File: config.mk
export PLATFORM = sky130hd
export DESIGN_NAME = mealy_seq_decoder
export DESIGN_NICKNAME = d
export VERILOG_FILES = /design/src/rtl/mealy_seq_pkg.sv /design/src/rtl/mealy_seq_tracker.sv /design/src/rtl/mealy_seq_decoder.sv
export SDC_FILE = /design/constraint.sdc
export NUM_CORES = 1
export LEC_CHECK = 0
export CAP_MARGIN = 20
export CORE_MARGIN = 2
export CORE_UTILIZATION = 50
export CTS_BUF_LIST = sky130_fd_sc_hd__clkbuf_8
export CTS_CLUSTER_SIZE = 24
export DETAILED_ROUTE_END_ITERATION = 10
export PLACE_DENSITY = 0.8
export SYNTH_ARGS = -nofsm -noshare
export SYNTH_HDL_FRONTEND = slang
export SYNTH_HIERARCHICAL = 1
export SYNTH_SLANG_ARGS = --single-unit
File: constraint.sdc
create_clock -name clk -period 4.87 [get_ports clk]
set_input_delay 0.974 -clock clk [delete_from_list [all_inputs] [get_ports clk]]
set_output_delay 0.974 -clock clk [all_outputs]
set_load 0.01 [all_outputs]
File: src/rtl/mealy_seq_pkg.sv
// Shared state encoding and transition/decode functions for the 4-state Mealy
// sequence encoder and its decoder.
package mealy_seq_pkg;

  localparam int unsigned STATE_W = 2;

  typedef enum logic [STATE_W-1:0] {
    S0 = 2'b00,
    S1 = 2'b01,
    S2 = 2'b10,
    S3 = 2'b11
  } state_e;

  // Transition on the original (unencoded) bit x.
  function automatic state_e next_state(input state_e state, input logic x);
    state_e nxt;
    nxt = S0;
    case (state)
      S0: nxt = x ? S0 : S1;
      S1: nxt = x ? S3 : S2;
      S2: nxt = x ? S1 : S0;
      S3: nxt = x ? S2 : S3;
      default: nxt = S0;
    endcase
    return nxt;
  endfunction

  // S1/S2 invert the bit on the line; S0/S3 pass it through.
  function automatic logic invert_state(input state_e state);
    return (state == S1) || (state == S2);
  endfunction

  function automatic logic decode_bit(input state_e state, input logic y);
    return invert_state(state) ? ~y : y;
  endfunction

  function automatic logic encode_bit(input state_e state, input logic x);
    return invert_state(state) ? ~x : x;
  endfunction

endpackage

File: src/rtl/mealy_seq_tracker.sv
// Tracks the remote encoder's state from the received stream and decodes
// the current bit combinationally.
module mealy_seq_tracker
  import mealy_seq_pkg::*;
(
  input  logic   clk,
  input  logic   rst,
  input  logic   clr,
  input  logic   adv,
  input  logic   y_in,
  output state_e state_q,
  output logic   x_c
);

  state_e state_d;

  assign x_c = decode_bit(state_q, y_in);

  always_comb begin
    state_d = state_q;
    if (clr) begin
      state_d = S0;
    end else if (adv) begin
      state_d = next_state(state_q, x_c);
    end
  end

  always_ff @(posedge clk) begin
    if (rst) begin
      state_q <= S0;
    end else begin
      state_q <= state_d;
    end
  end

endmodule

File: src/rtl/mealy_seq_decoder.sv
// Mealy sequence decoder: recovers x from the encoded stream and packs it
// LSB-first into WORD_W-bit words. Optional MEALY_DEC_STATE_MON_EN adds state/sync monitors.
module mealy_seq_decoder
  import mealy_seq_pkg::*;
#(
  parameter int unsigned WORD_W = 8
) (
  input  logic              clk,
  input  logic              rst,
  input  logic              sync,
  input  logic              y_in,
  input  logic              y_valid,
  output logic              y_ready,
  output logic              x_out,
  output logic              x_valid,
  output logic [WORD_W-1:0] word_out,
  output logic              word_valid,
`ifdef MEALY_DEC_STATE_MON_EN
  output logic [1:0]        dbg_state,
  output logic [7:0]        sync_cnt,
`endif
  input  logic              word_ready
);

  localparam int unsigned CNT_W = $clog2(WORD_W);
  localparam logic [CNT_W-1:0] LAST = CNT_W'(WORD_W - 1);

  state_e            state_q;
  logic              x_c;
  logic              last_bit;
  logic              accept;

  logic [CNT_W-1:0]  bit_cnt_q, bit_cnt_d;
  logic [WORD_W-1:0] shift_q, shift_d;
  logic [WORD_W-1:0] word_out_q, word_out_d;
  logic              word_valid_q, word_valid_d;
  logic              x_out_q, x_out_d;
  logic              x_valid_q, x_valid_d;

  // Stall only the word-completing bit while an unconsumed word is held.
  assign last_bit = (bit_cnt_q == LAST);
  assign y_ready  = !sync && !(word_valid_q && !word_ready && last_bit);
  assign accept   = y_valid && y_ready;

  mealy_seq_tracker u_tracker (
    .clk     (clk),
    .rst     (rst),
    .clr     (sync),
    .adv     (accept),
    .y_in    (y_in),
    .state_q (state_q),
    .x_c     (x_c)
  );

  always_comb begin
    bit_cnt_d    = bit_cnt_q;
    shift_d      = shift_q;
    word_out_d   = word_out_q;
    word_valid_d = word_valid_q;
    x_out_d      = x_out_q;
    x_valid_d    = accept;
    if (word_valid_q && word_ready) begin
      word_valid_d = 1'b0;
    end
    if (sync) begin
      bit_cnt_d = '0;
      shift_d   = '0;
    end else if (accept) begin
      x_out_d            = x_c;
      shift_d[bit_cnt_q] = x_c;
      if (last_bit) begin
        word_out_d   = shift_d;
        word_valid_d = 1'b1;
        bit_cnt_d    = '0;
        shift_d      = '0;
      end else begin
        bit_cnt_d = bit_cnt_q + CNT_W'(1);
      end
    end
  end

  always_ff @(posedge clk) begin
    if (rst) begin
      bit_cnt_q    <= '0;
      shift_q      <= '0;
      word_out_q   <= '0;
      word_valid_q <= 1'b0;
      x_out_q      <= 1'b0;
      x_valid_q    <= 1'b0;
    end else begin
      bit_cnt_q    <= bit_cnt_d;
      shift_q      <= shift_d;
      word_out_q   <= word_out_d;
      word_valid_q <= word_valid_d;
      x_out_q      <= x_out_d;
      x_valid_q    <= x_valid_d;
    end
  end

  assign x_out      = x_out_q;
  assign x_valid    = x_valid_q;
  assign word_out   = word_out_q;
  assign word_valid = word_valid_q;

`ifdef MEALY_DEC_STATE_MON_EN
  logic [7:0] sync_cnt_q, sync_cnt_d;

  // Saturating count of cycles with sync asserted.
  always_comb begin
    sync_cnt_d = sync_cnt_q;
    if (sync && (sync_cnt_q != 8'hFF)) begin
      sync_cnt_d = sync_cnt_q + 8'd1;
    end
  end

  always_ff @(posedge clk) begin
    if (rst) begin
      sync_cnt_q <= '0;
    end else begin
      sync_cnt_q <= sync_cnt_d;
    end
  end

  assign dbg_state = state_q;
  assign sync_cnt  = sync_cnt_q;
`endif

endmodule
Word level (Yosys, flattened, before mapping)
Index checks and enable logic that the tools add are counted.
{ "word_totals": {"ff_bits": 24, "wordCells": 45, "input_bits": 6} }
{ "op_classes": {"order_cmp": 2, "bitwise": 2, "n_eq_ne": 4, "muxes": 15, "addsub": 1, "n_reduce_logical": 14} }
{ "ops": {"columns": ["cell", "n"], "rows": [
  ["2-to-1 mux 1 bit", 10],
  ["bitwise mux 8 bit", 1],
  ["2-to-1 mux 8 bit", 1],
  ["case mux 2 bit (4 select lines)", 1],
  ["logical AND 1 bit", 6],
  ["equality test 2 bit (second input constant)", 2],
  ["< comparator 3 x 4 -> 1 bit (second input constant)", 1],
  ["adder 3 x 1 -> 3 bit (second input constant)", 1],
  ["demux 1 bit (select 3 bit)", 1],
  ["equality test 3 bit (second input constant)", 1],
  ["greater-or-equal comparator 3 x 1 -> 1 bit (second input constant)", 1],
  ["logical NOT 1 bit", 3],
  ["2-to-1 mux 3 bit", 1],
  ["AND reduction 3 bit", 1],
  ["equality test 2 x 1 -> 1 bit (second input constant)", 1],
  ["logical NOT 2 bit", 1],
  ["NOT 1 bit", 2],
  ["AND reduction 2 bit", 1],
  ["OR reduction 2 bit", 1],
  ["logical OR 1 bit", 1]
]} }

Longest topological paths before layout
{ "logic_depth": {"ltp_word": 8, "depth_mapped": 7} }

Cells and area by module
The synthesis kept the hierarchy.
{ "modules_own_cells": {"columns": ["mod", "cells_per_inst", "area_per_inst_um2", "n_inst"], "rows": [
  ["mealy_seq_decoder", 101, 1027.2, 1],
  ["mealy_seq_tracker", 20, 192.7, 1]
]} }

Worst setup path before layout
OpenSTA, ideal clock, no wires.
{ "synth_timing": {"kind": "input -> output", "startpoint": "input word_ready", "endpoint": "output y_ready", "arrival_time_ns": 1.433, "t_required_ns": 3.896, "cell_stages": 3, "path_slack_ns": 2.463, "path_buffers": 1, "cell_sequence": "and3b_1 clkbuf_1 nor2_1"} }
{ "synth_via": {"elab_chain_len": 5} }
{ "synth_lines": {"columns": ["element", "line", "source"], "rows": [
  ["from (decl)", "mealy_seq_decoder.sv:22", "input logic word_ready"],
  ["logical NOT 1 bit", "mealy_seq_decoder.sv:42", "assign y_ready = !sync && !(word_valid_q && !word_ready && last_bit);"],
  ["logical AND 1 bit (2 in series)", "mealy_seq_decoder.sv:42", null],
  ["logical NOT 1 bit", "mealy_seq_decoder.sv:42", null],
  ["logical AND 1 bit", "mealy_seq_decoder.sv:42", null],
  ["to (decl)", "mealy_seq_decoder.sv:13", "output logic y_ready,"]
]} }
Every way passes these cells.

Final worst setup path
Same ends and word-level chain as after synthesis.

==> qor.yml <==
hold_path:
  min_path_type: "reg2reg"
  hold_path.startpoint: "shift_q[0]"
setup_path:
  reg2reg_from: "u_tracker/state_q[0]"
  reg2reg_slack_ps: 2830
  cp_max_fo: 7
  worstSetupStartpoint: "word_ready"
  endpoint: "y_ready"
  critPathCaptureType: "output port"
  arrival_ps: 2330
  worstSetupPathType: "in2out"
  rr_endpoint: "u_tracker/state_q[0]"
  startpoint_type: "input port"
  worst_ep_required_time_ps: 3900
  r2r_cells: 5
clock_network:
  postCtsSetupBuffers: 0
  clk_path_buf_depth: 2
  clkLatencyLatePin_ps: 270
  cts_sinks: 24
  htreeDepth: 1
  cts.clk_slew.worst_paths_ps: 80
  cts_tree: "done"
  ctsResizeCount: 0
  clockRootBuffer: "clkbuf_8"
  cts_buffers: 3
  ctsHoldBuffers: 0
outcome:
  status: "finished clean"
floorplan:
  core-area_mm2: 0.00225
  die_x_um: 53.4
  dieArea_mm2: 0.00285
  std_cell_rows: 17
  initial_core_util: 0.541
  io_pins: 18
  fp.dieH_um: 53.4
logic_synthesis:
  yosys-top-cells-area: "dfxtp_1 (39%), a211oi_2 (8.2%), mux2i_1 (7.4%)"
  avgSynthCellArea_um2: 10.1
  yosysTopAreaCell: "dfxtp_1"
  synth_edf_count: 0
  synth_nets: 133
  synth-main-ff-cell: "dfxtp_1"
  synth.distinct_cells: 30
  ys_seq_area_frac: 0.394
  synth_area_mm2: 0.00122
  yosysWarnings: 6
  synth-async-reset-ratio: 0
  syn_inst: 121
  synth_top_area_frac: 0.394
  ys_seq_elements: 24
timing:
  fin_skew_ps: 1.39
  setup_violations: 0
  fmax_ghz: 0.303
  hold_viol_final: 0
  rsz0062_at_grt: "no"
  fin_crit_ps: 3300
  slew_viol_final: 0
  tightest_slew_ps: 833
  setup_tns_ps: 0
  relSlewSlack: 0.443
  post-route-period-util: 0.678
final_layout:
  n_fill_cell: 180
  multi_input_area_um2: 674
  instances_no_fill: 160
  area.sequential_um2: 480
  antenna_cells: 0
  final_area_mm2: 0.00144
  final_net_count: 145
  drive_gt1_frac: 0.136
  syn2layout_area_growth_pct: 17.9
detailed_routing:
  post_drt_wl_per_cell_um: 15.1
  drcViolationCount: 0
  route.detailed.vias_per_inst: 5.82
  drt-initial-drc-count: 13
  vias: 931
  first_pass_iters: 4
  ant_nets: 0
  wl_um: 2410
grt:
  globalRouteTotalUtil: 0.202
  grt_pass1_wl_um: 4150
  antenna_found_initial: 0
  grt_max_degree: 15
  grt_pass1_vias: 918
  grt_overflow: 0
power_and_ir_drop:
  p_leak_nw: 0.524
  peakVddDrop_uv: 201
  total_power_mw: 0.403
  power_density_mw_per_mm2: 280
flow_run:
  max_cap_violations: 0
placed_design:
  place_congestion: 0.874
  placed_area_mm2: 0.00137
  io_buffers: 17
  dpl.cell_count: 156
  dp_hpwl_um: 1690
-- critical path, stage by stage --
cell             delay [ps]
clkdlybuf4s50_1         470
and3b_1                 240
nor2_1                  100
clkdlybuf4s50_1         540
-- sequential cells by signal, summed over array words and instances, names as in the netlist --
name               flops
u_tracker/state_q      2
word_out               8
x_out                  1
x_valid                1
bit_cnt_q              3
shift_q                8
word_valid             1
-- Yosys cell counts, types with 2 or more instances --
cell       count
dfxtp_1       24
a21oi_1       13
mux2i_1        9
a211oi_2       8
o2bb2ai_1      8
ha_1           6
nor2_1         5
o21ai_0        5
buf_2          4
nand3_1        4
nand3b_1       4
nand2b_1       3
nor3b_1        3
and3b_1        2
buf_1          2
buf_6          2
clkbuf_1       2
inv_1          2
nand2_1        2
nor3_1         2
or3_1          2
-- placed cells by master, fill, tap and decap left out, drive strengths merged --
master / count
nor3: 2
or3: 2
o21bai: 1
or2: 1
ha: 6
mux2: 1
clkbuf: 3
nand2: 2
xor2: 1
clkdlybuf4s50: 17
nor2: 5
bufinv: 1
nand2b: 3
nand3b: 4
inv: 2
nor3b: 3
and2: 2
dfxtp: 24
a21oi: 14
o21ai: 5
nand3: 4
and2b: 1
a211oi: 8
o2bb2ai: 8
a31oi: 1
and3b: 2
mux2i: 9
-- layer usage --
layer / part of all wire / GRT usage / vias to the layer above / wire [um]
met1: 0.46 / 0.252 / 455 / 1120
li1: - / - / 463 / -
met5: 0 / 0 / - / 0
met2: 0.50 / 0.335 / 10 / 1200
met4: 0.0091 / 0.0513 / 0 / 22
met3: 0.029 / 0.0621 / 3 / 69
-- how the worst min path moves through the flow --
stage | endpoint | slack [ps] | cells past startpoint
6_report | shift_q[0] | 470 | 1
5_1_grt | shift_q[2] | 490 | 1
4_1_cts | shift_q[2] | 470 | 1
3_5_place_dp | shift_q[4] | 450 | 1
3_3_place_gp | shift_q[2] | 440 | 1
2_1_floorplan | shift_q[0] | 430 | 1
-- cell type report --
class | instances | share of cell area
inverters | 2 | 0.00522
flip-flops and latches | 24 | 0.334
clock buffers | 3 | 0.0287
well taps | 28 | 0.0243
repair buffers | 17 | 0.118
clock inverters | 1 | 0.0209
multi-input cells | 85 | 0.469
-- logic make-up after synthesis --
kind of cell	after synthesis	share of synthesized area
AOI/OAI and AO/OA	37	0.244
and+or+nand+nor	31	0.154
DFF	24	0.394
buffers and inverters	12	0.0533
muxes	10	0.0862
adders and majority gates	6	0.0615
xor gates and xnor gates	1	0.00718
-- through the flow --
stage / setup WS [ps] / utilization / hold slack, ps
after floorplan: 2460 / - / 432
after global placement: 1580 / 0.607 / 443
after detailed placement: 1560 / 0.607 / 450
after CTS: 1560 / 0.638 / 472
after global routing: 1500 / 0.638 / 486
final: 1570 / 0.638 / 467
-- power breakdown --
| group | internal, mW | leakage [nW] | switching (mW) |
|---|---|---|---|
| Combinational | 0.0126 | 0.294 | 0.0152 |
| Sequential | 0.198 | 0.194 | 0.00159 |
| Clock | 0.110 | 0.0357 | 0.0658 |
Note: power is estimated with default switching activity, not from simulation.
